`src/rtl/frogger_game_if.sv`:
```
// frogger_game_if: frame-rate control and status bundle between the game sequencer and its environment
interface frogger_game_if;
  logic        start;
  logic        frog_dead;
  logic        frog_win;
  logic [1:0]  home_slot;
  logic        frog_reset;
  logic [2:0]  game_state;
  logic [1:0]  lives;
  logic [3:0]  level;
  logic [13:0] score;
  logic [2:0]  home_filled;
  logic [2:0]  speed_scale;
  logic [5:0]  time_left;
  modport master (
    output start, frog_dead, frog_win, home_slot,
    input  frog_reset, game_state, lives, level, score, home_filled, speed_scale, time_left
  );
  modport slave (
    input  start, frog_dead, frog_win, home_slot,
    output frog_reset, game_state, lives, level, score, home_filled, speed_scale, time_left
  );
endinterface

```
`src/rtl/frogger_game_ctrl.sv`:
```
// frogger_game_ctrl: per-frame game sequencer owning lives, level, score and home slots; define ROUND_TIMER_EN to add the round timer
module frogger_game_ctrl #(
  parameter int LIVES_INIT      = 3,
  parameter int RESPAWN_FRAMES  = 30,
  parameter int GAMEOVER_FRAMES = 120,
  parameter int SCORE_HOME      = 50,
  parameter int SCORE_LEVEL     = 200,
  parameter int SCORE_MAX       = 9999,
  parameter int TIME_INIT       = 30,
  parameter int TICK_FRAMES     = 60
) (
  input logic frame_clk,
  input logic Reset,
  frogger_game_if.slave bus
);
  typedef enum logic [2:0] {ATTRACT, RESPAWN, PLAY, LEVELUP, GAMEOVER} state_t;
  localparam logic [15:0] R_LAST = 16'(RESPAWN_FRAMES - 1);
  localparam logic [15:0] G_LAST = 16'(GAMEOVER_FRAMES - 1);
  state_t      state, state_n;
  logic [15:0] cnt, cnt_n;
  logic [1:0]  lives, lives_n;
  logic [3:0]  level, level_n;
  logic [13:0] score, score_n;
  logic [2:0]  home, home_n, slot_bit, speed;
  logic [5:0]  time_left;
  logic [14:0] add, sum;
  logic        timeout, bad, clr;
  assign slot_bit = 3'b001 << bus.home_slot;
  assign bad = bus.frog_dead || timeout || (bus.frog_win && (bus.home_slot == 2'd3 || |(slot_bit & home)));
  // next-state, lives, level, home slots and saturating score for this frame
  always_comb begin
    state_n = state;
    lives_n = lives;
    level_n = level;
    home_n  = home;
    add     = 15'd0;
    clr     = 1'b0;
    case (state)
      ATTRACT: if (bus.start) begin
        state_n = RESPAWN;
        lives_n = 2'(LIVES_INIT);
        level_n = 4'd1;
        home_n  = 3'd0;
        clr     = 1'b1;
      end
      RESPAWN: state_n = cnt == R_LAST ? PLAY : RESPAWN;
      PLAY: if (bad) begin
        lives_n = lives - 2'd1;
        state_n = lives == 2'd1 ? GAMEOVER : RESPAWN;
      end else if (bus.frog_win) begin
        home_n  = home | slot_bit;
        add     = 15'(SCORE_HOME);
        state_n = (home | slot_bit) == 3'b111 ? LEVELUP : RESPAWN;
      end
      LEVELUP: begin
        add     = 15'(SCORE_LEVEL);
        level_n = level == 4'd15 ? level : level + 4'd1;
        home_n  = 3'd0;
        state_n = RESPAWN;
      end
      GAMEOVER: state_n = cnt == G_LAST ? ATTRACT : GAMEOVER;
      default: state_n = ATTRACT;
    endcase
    sum     = {1'b0, score} + add;
    score_n = clr ? 14'd0 : sum > 15'(SCORE_MAX) ? 14'(SCORE_MAX) : sum[13:0];
    cnt_n   = state_n != state ? 16'd0 : cnt + 16'd1;
  end
  // game state registers; the frame counter restarts on every state change
  always_ff @(posedge frame_clk or posedge Reset) begin
    if (Reset) begin
      state <= ATTRACT;
      cnt   <= 16'd0;
      lives <= 2'd0;
      level <= 4'd1;
      score <= 14'd0;
      home  <= 3'd0;
      speed <= 3'd1;
    end else begin
      state <= state_n;
      cnt   <= cnt_n;
      lives <= lives_n;
      level <= level_n;
      score <= score_n;
      home  <= home_n;
      speed <= level_n > 4'd7 ? 3'd7 : level_n[2:0];
    end
  end
`ifdef ROUND_TIMER_EN
  localparam logic [5:0] P_LAST = 6'(TICK_FRAMES - 1);
  logic [5:0] pre, pre_n, time_n;
  assign timeout = time_left == 6'd0;
  // prescaler runs only in PLAY; every RESPAWN entry reloads the round time
  always_comb begin
    pre_n  = pre;
    time_n = time_left;
    if (state == PLAY) begin
      pre_n  = pre == P_LAST ? 6'd0 : pre + 6'd1;
      time_n = pre == P_LAST && time_left != 6'd0 ? time_left - 6'd1 : time_left;
    end
    if (state_n == RESPAWN && state != RESPAWN) begin
      pre_n  = 6'd0;
      time_n = 6'(TIME_INIT);
    end
  end
  // round timer registers
  always_ff @(posedge frame_clk or posedge Reset) begin
    if (Reset) begin
      pre       <= 6'd0;
      time_left <= 6'd0;
    end else begin
      pre       <= pre_n;
      time_left <= time_n;
    end
  end
`else
  logic unused_timer;
  assign unused_timer = ^{TIME_INIT[0], TICK_FRAMES[0]};
  assign timeout      = 1'b0;
  assign time_left    = 6'd0;
`endif
  assign bus.frog_reset  = state == RESPAWN && cnt == 16'd0;
  assign bus.game_state  = state;
  assign bus.lives       = lives;
  assign bus.level       = level;
  assign bus.score       = score;
  assign bus.home_filled = home;
  assign bus.speed_scale = speed;
  assign bus.time_left   = time_left;
endmodule

```
`src/flat_wrapper.sv`:
```
// flat-port wrapper written by rule: the top's interface ports become plain ports
module frogger_game_ctrl_flat 
#(
  parameter int LIVES_INIT      = 3,
  parameter int RESPAWN_FRAMES  = 30,
  parameter int GAMEOVER_FRAMES = 120,
  parameter int SCORE_HOME      = 50,
  parameter int SCORE_LEVEL     = 200,
  parameter int SCORE_MAX       = 9999,
  parameter int TIME_INIT       = 30,
  parameter int TICK_FRAMES     = 60
)
  (frame_clk, Reset, bus_start, bus_frog_dead, bus_frog_win, bus_home_slot, bus_frog_reset, bus_game_state, bus_lives, bus_level, bus_score, bus_home_filled, bus_speed_scale, bus_time_left);
  frogger_game_if bus_i ();
  input logic frame_clk;
  input logic Reset;
  input wire logic [$bits(bus_i.start)-1:0] bus_start;
  input wire logic [$bits(bus_i.frog_dead)-1:0] bus_frog_dead;
  input wire logic [$bits(bus_i.frog_win)-1:0] bus_frog_win;
  input wire logic [$bits(bus_i.home_slot)-1:0] bus_home_slot;
  output wire logic [$bits(bus_i.frog_reset)-1:0] bus_frog_reset;
  output wire logic [$bits(bus_i.game_state)-1:0] bus_game_state;
  output wire logic [$bits(bus_i.lives)-1:0] bus_lives;
  output wire logic [$bits(bus_i.level)-1:0] bus_level;
  output wire logic [$bits(bus_i.score)-1:0] bus_score;
  output wire logic [$bits(bus_i.home_filled)-1:0] bus_home_filled;
  output wire logic [$bits(bus_i.speed_scale)-1:0] bus_speed_scale;
  output wire logic [$bits(bus_i.time_left)-1:0] bus_time_left;
  assign bus_i.start = bus_start;
  assign bus_i.frog_dead = bus_frog_dead;
  assign bus_i.frog_win = bus_frog_win;
  assign bus_i.home_slot = bus_home_slot;
  assign bus_frog_reset = bus_i.frog_reset;
  assign bus_game_state = bus_i.game_state;
  assign bus_lives = bus_i.lives;
  assign bus_level = bus_i.level;
  assign bus_score = bus_i.score;
  assign bus_home_filled = bus_i.home_filled;
  assign bus_speed_scale = bus_i.speed_scale;
  assign bus_time_left = bus_i.time_left;
  frogger_game_ctrl #(.LIVES_INIT(LIVES_INIT), .RESPAWN_FRAMES(RESPAWN_FRAMES), .GAMEOVER_FRAMES(GAMEOVER_FRAMES), .SCORE_HOME(SCORE_HOME), .SCORE_LEVEL(SCORE_LEVEL), .SCORE_MAX(SCORE_MAX), .TIME_INIT(TIME_INIT), .TICK_FRAMES(TICK_FRAMES)) u_core (.frame_clk(frame_clk), .Reset(Reset), .bus(bus_i));
endmodule
```
`config.mk`:
```
export PLATFORM = sky130hd
export DESIGN_NAME = frogger_game_ctrl_flat
export DESIGN_NICKNAME = d
export VERILOG_FILES = /design/src/rtl/frogger_game_if.sv /design/src/rtl/frogger_game_ctrl.sv /design/src/flat_wrapper.sv
export SDC_FILE = /design/constraint.sdc
export NUM_CORES = 1
export LEC_CHECK = 0
export BUFFER_PORTS_ARGS = -buffer_cell sky130_fd_sc_hd__buf_2
export CORE_ASPECT_RATIO = 1.4
export CORE_MARGIN = 4
export CORE_UTILIZATION = 51
export CTS_CLUSTER_SIZE = 10
export DETAILED_ROUTE_END_ITERATION = 12
export PLACE_DENSITY = 0.76
export SLEW_MARGIN = 30
export SYNTH_ARGS = -nofsm -noshare
export SYNTH_HDL_FRONTEND = slang
export SYNTH_SLANG_ARGS = --single-unit
```
`constraint.sdc`:
```
create_clock -name frame_clk -period 2.91 [get_ports frame_clk]
set_input_delay 0.291 -clock frame_clk [delete_from_list [all_inputs] [get_ports frame_clk]]
set_output_delay 0.291 -clock frame_clk [all_outputs]
set_load 0.02 [all_outputs]
```
==> impl_metrics.toml, run 1 <==
[layout]
stdcell_area_um2 = 3340
fin_util_pct = 68.4
area_delta_synth_final_pct = 29.4
final_cells = 410
nNetsFinal = 364
antenna-diode-count = 0
drive_above_1_share_pct = 33.5

[pwr]
design_power_total_mw = 1.98
peakVddDrop_mv = 0.518
power_density_nw_per_um2 = 591
leakagePower_nw = 1.66

[clock_tree]
root_buffer = "clkbuf_8"
cts_max_level = 2
cts_buffer_depth = 2
cts_buffers = 5
clk_latency_ns = 0.31
cts.sinks = 45
cts_tree = "done"
clkSlewWorstSetupHoldPaths_ns = 0.10

[timing]
fin_tns_setup_ns = -1.43
min_period_over_period_pct = 106
fin_skew_ns = 0.0189
rsz0062_at_grt = "true"
period_minus_slack_ns = 3.09
setup_ws_ns = -0.175
whs_ns = 0.0766
drv_slew = 0
finalSetupViolCount = 12
tightest_slew_ns = 0.776
slew_headroom_pct = 48.3
fmax_mhz = 324
hold_violations = 0

[floorplanning]
core_um2 = 4880
fp-row-count = 30
die_area_um2 = 6280
dieWidth_um = 68.1
die_height_um = 92.2
io-pin-count = 43
start_util_pct = 52.9

[yosys]
netlist_top_cells_count = "43 x dfrtp_1, 33 x nor2_1, 21 x nand2_1, 15 x xor2_1"
syn_area_um2 = 2580
syn_inst = 273
post-synth-top-count-cell = "dfrtp_1"
synth_area_per_cell_um2 = 9.45
yosys.area.top_type_share_pct = 41.7
synth-seq-cells = 45
ys_top_cells_by_area = "dfrtp_1 42%, ha_1 5.8%, xor2_1 5.1%, nor2_1 4.8%, nand2_1 3.1%"
yosysSeqAreaShare_pct = 43.7
ys.flop_type = "dfrtp_1"
synth_edf_count = 0
synth_top_area_cell = "dfrtp_1"
synthArstFlopShare_pct = 100
yosys_warnings = 0
ys_types = 56

[grt]
overflow = 0
grt.total_usage_pct = 21.3
antenna_found_initial = 0
grt_pass1_vias = 2352
grt_pass1_wl_um = 10400
grt_max_degree = 46

[place]
post-place-cells = 398
io_buffers = 36
pre_cts_ws_ns = -0.268
postPlaceCellArea_um2 = 3120
dp_hpwl_um = 4540
gp_congestion = 0.882

[route]
drt_iter0_drc = 98
via_count = 2269
via_per_inst = 5.53
wl_per_cell_um = 15.6
drt_first_pass_iters = 4
totalWireLength_um = 6380
drtAntennaViolNets = 0
drc = 0

[worst_setup_path]
crit_type = "reg -> reg"
ff2ff_path_depth = 13
worst_setup_path_start_kind = "flop"
cp_max_fo = 8
r2r_slack_ns = -0.18
reg2reg_to = "u_core.bus.score[3]"
critPathRequiredTime_ns = 3.16
r2r-start = "u_core.bus.home_filled[0]"
end_kind = "flop"
arrival_ns = 3.34

[job]
cap_violations = 0

[status]
violations = "negative setup slack"
status = "complete, but fails checks"

[worst_hold_path]
hold_class = "in -> async"
layer usage:
metal | GRT usage, % | vias to the layer above | part of all wire (%)
met5 | 0 | - | 0
met4 | 9.78 | 0 | 2.0
met3 | 3.55 | 13 | 3.5
met2 | 37.3 | 44 | 54
met1 | 24.4 | 1110 | 41
li1 | - | 1102 | -
worst max-delay path, cell delays in order, from the launching register on:
cell,delay [ns]
dfrtp_2,0.40
mux2_4,0.28
o221a_4,0.30
nor2_4,0.10
and3_4,0.24
ha_4,0.16
ha_4,0.14
a211oi_4,0.07
or4b_4,0.51
a21o_1,0.20
a21boi_2,0.14
and4bb_1,0.23
buf_6,0.14
o31a_1,0.13
where the power goes:
group | switching (mW) | leakage, nW | total (mW) | internal, mW
logic | 0.389 | 1.01 | 0.652 | 0.262
registers | 0.105 | 0.589 | 0.839 | 0.733
clock network | 0.228 | 0.0543 | 0.485 | 0.257
total | 0.723 | 1.66 | 1.98 | 1.25
cells in the final DEF, fill, tap and decap left out, types with 2 or more instances in the layout:
cell type,count
or3_1,3
buf_4,33
o31a_1,4
or2_2,4
dfrtp_1,41
o21ai_0,5
buf_2,36
nor2_1,32
and3_1,7
nand2_2,3
a21bo_2,2
inv_1,12
nand2_1,19
nor2b_1,4
mux2i_1,2
a21o_1,3
a21oi_1,10
dfstp_2,2
dfrtp_2,2
clkbuf_8,5
ha_4,4
a31oi_1,3
a211oi_1,2
nand3_1,12
ha_1,8
nor4_1,5
nor3_2,2
xnor2_1,7
nand4_1,4
conb_1,6
o21ai_4,2
nor3_1,10
xor2_1,15
flip-flops by register name, indices dropped and copies added, names as in the netlist:
name                    count
u_core.bus.score           14
u_core.bus.level            4
u_core.bus.lives            2
u_core.bus.game_state       3
u_core.bus.speed_scale      3
u_core.cnt                 16
u_core.bus.home_filled      3
cell type report:
| type | count | area, µm² |
|---|---|---|
| tap | 64 | 80.1 |
| timing repair buffer | 70 | 439 |
| inverter | 13 | 50.0 |
| multi-input combinational | 210 | 1520 |
| fill | 398 | 1540 |
| sequential | 45 | 1130 |
| clock buffer | 5 | 68.8 |
| clock inverter | 3 | 46.3 |
cell families (layout without fill, tap and decap cells):
| kind of cell | after synthesis | count (layout) | share of synthesized area, % |
|---|---|---|---|
| simple gates | 119 | 120 | 23.5 |
| other cells | 1 | 6 | 0.145 |
| flops | 45 | 45 | 43.7 |
| xor+xnor | 22 | 22 | 7.47 |
| compound gates | 47 | 47 | 13.4 |
| mux | 3 | 3 | 1.21 |
| buf+inv | 24 | 91 | 4.70 |
| fa+ha+maj | 12 | 12 | 5.82 |
worst max-delay path by stage:
stage | from | to | slack, ns | cells after the start
after floorplan | u_core.bus.home_filled[0] | u_core.bus.score[0] | -0.10 | 12
after global placement | bus_home_slot[0] | u_core.bus.score[2] | -0.17 | 13
after detailed placement | bus_home_slot[0] | u_core.bus.score[3] | -0.27 | 13
after CTS | u_core.bus.home_filled[0] | u_core.bus.score[3] | -0.14 | 13
after global routing | u_core.bus.home_filled[0] | u_core.bus.score[3] | -0.24 | 12
final | u_core.bus.home_filled[0] | u_core.bus.score[3] | -0.18 | 13
timing repair:
item | CTS | global route
endpoints found under the setup margin | 12 | 12
hold buffers | 0 | 0
gates cloned | 0 | 1
setup buffers | 2 | 1
pin swaps | 1 | 5
gates resized for setup | 5 | 12
Note: power is estimated with default switching activity, not from simulation.
==> inputs of run 2 (changes only) <==
- CELL_PAD_IN_SITES_DETAIL_PLACEMENT: unset -> 0
- CELL_PAD_IN_SITES_GLOBAL_PLACEMENT: unset -> 1
- CORE_UTILIZATION: 51 -> 39
- PLACE_DENSITY: 0.76 -> unset
- PLACE_DENSITY_LB_ADDON: unset -> 0.1
==> impl_metrics.toml, run 2 (synthesis gave the netlist of run 1 again) <==
[status]
status = "complete, but fails checks"
violations = "negative setup slack"

[clock_tree]
cts_buffers = 5
root_buffer = "clkbuf_8"
clkSlewWorstSetupHoldPaths_ns = 0.08
cts_tree = "done"
cts_max_level = 2
cts.sinks = 45
clk_latency_ns = 0.29
cts_buffer_depth = 2

[timing]
fmax_mhz = 331
period_minus_slack_ns = 3.02
slew_headroom_pct = 47.5
tightest_slew_ns = 0.782
fin_skew_ns = 0.00825
hold_violations = 0
rsz0062_at_grt = "true"
min_period_over_period_pct = 104
finalSetupViolCount = 11
drv_slew = 0
setup_ws_ns = -0.110

[route]
via_per_inst = 5.30
drtAntennaViolNets = 0
wl_per_cell_um = 14.9
totalWireLength_um = 6250
drt_first_pass_iters = 4
drt_iter0_drc = 179
drc = 0
via_count = 2228

[grt]
antenna_found_initial = 0
grt_pass1_vias = 2277
grt_max_degree = 46
grt_pass1_wl_um = 10800
grt.total_usage_pct = 16.5
overflow = 0

[layout]
top_regs = "u_core.cnt x16, u_core.bus.score x14, u_core.bus.level x4"
regMostFlops = "u_core.cnt"
final_common_cell = "dfrtp_1"
area_delta_synth_final_pct = 30.6
largest_register_ffs = 16
final_cell_mix = "41 x dfrtp_1, 36 x buf_2, 36 x buf_4"
fillCellCount = 609
nNetsFinal = 366
drive_above_1_share_pct = 35.1
antenna-diode-count = 0
fin_util_pct = 53.1

[pwr]
design_power_total_mw = 1.93
peakVddDrop_mv = 0.414
leakagePower_nw = 1.66
power_density_nw_per_um2 = 573

[worst_setup_path]
crit_type = "reg -> reg"
worst_setup_path_start_kind = "flop"
arrival_ns = 3.25
critPathRequiredTime_ns = 3.14
cp_max_fo = 8
end_kind = "flop"

[floorplanning]
fp-row-count = 34
die_area_um2 = 8000
dieWidth_um = 76.7
die_height_um = 104
start_util_pct = 40.7
core_um2 = 6340
io-pin-count = 43

[place]
io_buffers = 36
gp_congestion = 0.855
dp_hpwl_um = 4710

[worst_hold_path]
hold_class = "in -> async"

[job]
cap_violations = 0
run 2: cell count changes in the layout (fill, tap and decap cells not counted), moves of 2 or more:
cell / change
buf_4: +3
clkbuf_8: +2
a21oi_2: +2
a21oi_1: -2
run 2: final timing paths:
kind	end	slack, ns	depth (start not counted)	start
max reg2reg	u_core.bus.score[1]	-0.11	12	u_core.bus.home_filled[0]
min in group frame_clk	u_core.bus.home_filled[2]	0.34	3	bus_home_slot[1]
max in group asynchronous	u_core.bus.home_filled[0]	2.32	2	Reset
max	u_core.bus.score[1]	-0.11	12	u_core.bus.home_filled[0]
min	u_core.bus.score[9]	0.09	2	Reset
min reg2reg	u_core.bus.lives[0]	0.51	1	u_core.bus.lives[0]
run 2: layout make-up:
cell class	count	area, µm²	area share [%]
repair buffers	72	450	13.4
clock buffers	7	96.3	2.86
multi-input cells	210	1550	45.9
flip-flops and latches	45	1130	33.6
clock inverters	1	5.00	0.149
well taps	72	90.1	2.67
inverters	13	50.0	1.49
run 2: what timing repair did:
item	in CTS	in global routing
pin swaps	4	6
setup endpoints to repair	9	12
hold endpoints to repair	0	0
gates resized for setup	7	14
setup buffers	2	2
hold buffers	0	0
gates cloned	1	0
run 2: worst max-delay path: stages (launching register included):
cell      delay [ns]
dfrtp_2         0.41
mux2_4          0.27
o221a_4         0.30
nor2_4          0.10
and3_4          0.23
ha_4            0.15
ha_4            0.13
a211oi_4        0.08
or4b_4          0.50
a21o_1          0.19
a21boi_2        0.13
and4bb_4        0.32
o31a_1          0.13
run 2: per-layer routing:
| layer | GRT usage (%) | up-vias | wire length (µm) |
|---|---|---|---|
| met2 | 27.7 | 41 | 3170 |
| met5 | 0 | - | 0 |
| met1 | 20.7 | 1068 | 2730 |
| li1 | - | 1101 | - |
| met4 | 7.12 | 0 | 170 |
| met3 | 2.69 | 18 | 183 |
run 2: power breakdown:
part | internal [mW] | switching [mW] | leakage (nW)
Sequential | 0.734 | 0.107 | 0.589
Combinational | 0.278 | 0.394 | 1.02
Clock | 0.215 | 0.202 | 0.0542
run 2: stage by stage:
stage / std cells / setup slack, ns / TNS [ns] / hold slack, ns / instance area (µm²)
2_1_floorplan: 278 / -0.103 / -0.703 / 0.457 / 2700
4_1_cts: 418 / -0.154 / -1.14 / 0.222 / 3280
6_report: 420 / -0.110 / -0.941 / 0.0916 / 3370
3_3_place_gp: 407 / -0.219 / -1.68 / 0.502 / 3130
3_5_place_dp: 407 / -0.252 / -2.08 / 0.504 / 3130
5_1_grt: 420 / -0.213 / -2.07 / 0.142 / 3370
==> inputs of run 3 (changes only) <==
- CTS_CLUSTER_DIAMETER: unset -> 100
- SETUP_SLACK_MARGIN: unset -> 0.5
- SKIP_LAST_GASP: unset -> 1
==> impl_metrics.toml, run 3 (synthesis gave the netlist of run 1 again) <==
[route]
wl_per_cell_um = 15.0
via_per_inst = 5.27
drtAntennaViolNets = 0
totalWireLength_um = 6220
drc = 0
via_count = 2192
drt_first_pass_iters = 4
drt_iter0_drc = 65

[clock_tree]
clk_latency_ns = 0.29
cts_buffer_depth = 2
root_buffer = "clkbuf_8"
cts_tree = "done"
cts_max_level = 2
cts_buffers = 5
ctsHoldBuffers = 0
cts.sinks = 45
clkSlewWorstSetupHoldPaths_ns = 0.08

[timing]
hold_violations = 0
finalSetupViolCount = 11
fin_skew_ns = 0.00590
period_minus_slack_ns = 3.04
slew_headroom_pct = 61.7
setup_ws_ns = -0.132
tightest_slew_ns = 0.574
fmax_mhz = 329
rsz0062_at_grt = "true"
min_period_over_period_pct = 105
drv_slew = 0

[grt]
grt_pass1_wl_um = 10700
grt_max_degree = 46
antenna_found_initial = 0
grt.total_usage_pct = 16.3
overflow = 0
grt_pass1_vias = 2326

[job]
cap_violations = 0

[worst_setup_path]
worst_path_largest_cell_delay_ns = 0.50
critPathRequiredTime_ns = 3.14
worst_setup_path_start_kind = "flop"
cp_max_fo = 8
crit_top_cell = "ha_4"
cp_num_buf_inv = 0
r2r-start = "u_core.bus.home_filled[0]"
end_kind = "flop"
cp_cell_sequence = "mux2_4, o221a_4, nor2_4, and3_4, ha_4, ha_4, a211oi_4, or4b_4, a21o_1, a21boi_1, and4bb_4, o31a_1"
cpLargestDelayFamily = "simple AND/OR/NAND/NOR gates"
crit_start = "u_core.bus.home_filled[0]"
arrival_ns = 3.27
cp_slowest_cell = "or4b_4"
crit_type = "reg -> reg"

[pwr]
peakVddDrop_mv = 0.244
leakagePower_nw = 1.63
power_density_nw_per_um2 = 570

[layout]
regMostFlops = "u_core.cnt"
drive_above_1_share_pct = 34.9
fin_util_pct = 53.1
final_common_cell = "dfrtp_1"
area_delta_synth_final_pct = 30.6
nNetsFinal = 362
antenna-diode-count = 0
largest_register_ffs = 16
fillCellCount = 605
final_cell_mix = "41 x dfrtp_1, 36 x buf_2, 31 x nor2_1, 31 x buf_4, 19 x nand2_1"
top_regs = "u_core.cnt x16, u_core.bus.score x14, u_core.bus.level x4"

[floorplanning]
core_um2 = 6340
die_height_um = 104
io-pin-count = 43
dieWidth_um = 76.7
start_util_pct = 40.7
die_area_um2 = 8000
fp-row-count = 34

[status]
violations = "negative setup slack"
status = "complete, but fails checks"

[worst_hold_path]
hold_class = "in -> async"

[place]
io_buffers = 36
pre_cts_ws_ns = -0.256
dp_hpwl_um = 4790
gp_congestion = 0.808
## run 3: repair_timing
action                                  in CTS  in global routing
endpoints found under the setup margin      14                 23
resized for setup                            7                 10
buffers inserted                             1                  3
pin swaps                                    7                  4
## run 3: layout make-up
class	instances	area [µm²]	area share, %
flip-flops and latches	45	1130	33.6
inverters	13	51.3	1.52
clock buffers	6	82.6	2.45
clock inverters	2	13.8	0.409
multi-input cells	209	1560	46.4
repair buffers	69	435	12.9
well taps	72	90.1	2.67
## run 3: worst register-to-register path: cells and delay by family (launching register included)
kind,cells,cell delay (ns)
AOI/OAI and AO/OA,5,0.83
adders and majority gates,2,0.29
DFF,1,0.41
muxes,1,0.27
and+or+nand+nor,4,1.18
## run 3: worst paths after layout
kind / endpoint / slack, ns / cells past startpoint
setup / recovery: u_core.bus.score[1] / -0.13 / 12
hold / removal: u_core.bus.game_state[0] / 0.05 / 2
setup reg to reg: u_core.bus.score[1] / -0.13 / 12
hold reg to reg: u_core.bus.lives[0] / 0.51 / 1
max in group asynchronous: u_core.bus.home_filled[0] / 2.44 / 2
min in group frame_clk: u_core.bus.home_filled[2] / 0.41 / 4
## run 3: stage by stage
step,power [mW],hold slack [ns],cell area [µm²],setup TNS (ns),cells
floorplan,1.29,0.457,2730,-0.689,278
global placement,1.51,0.495,3150,-1.51,404
detailed placement,1.52,0.406,3150,-2.10,404
CTS,1.94,0.0745,3280,-1.17,413
global route,2.07,0.0861,3370,-2.28,416
finish,1.92,0.0544,3370,-1.04,416
## run 3: metal layers
layer	global-route usage, %	vias to the layer above	wire, µm
met4	6.99	0	182
met2	30.5	42	3380
li1	-	1093	-
met3	2.60	19	165
met5	0	-	0
met1	17.6	1038	2490
## run 3: power by group
part / internal [mW] / switching (mW) / leakage, nW
combinational: 0.279 / 0.393 / 0.995
clock: 0.193 / 0.214 / 0.0512
sequential: 0.734 / 0.108 / 0.589
total: 1.21 / 0.715 / 1.63
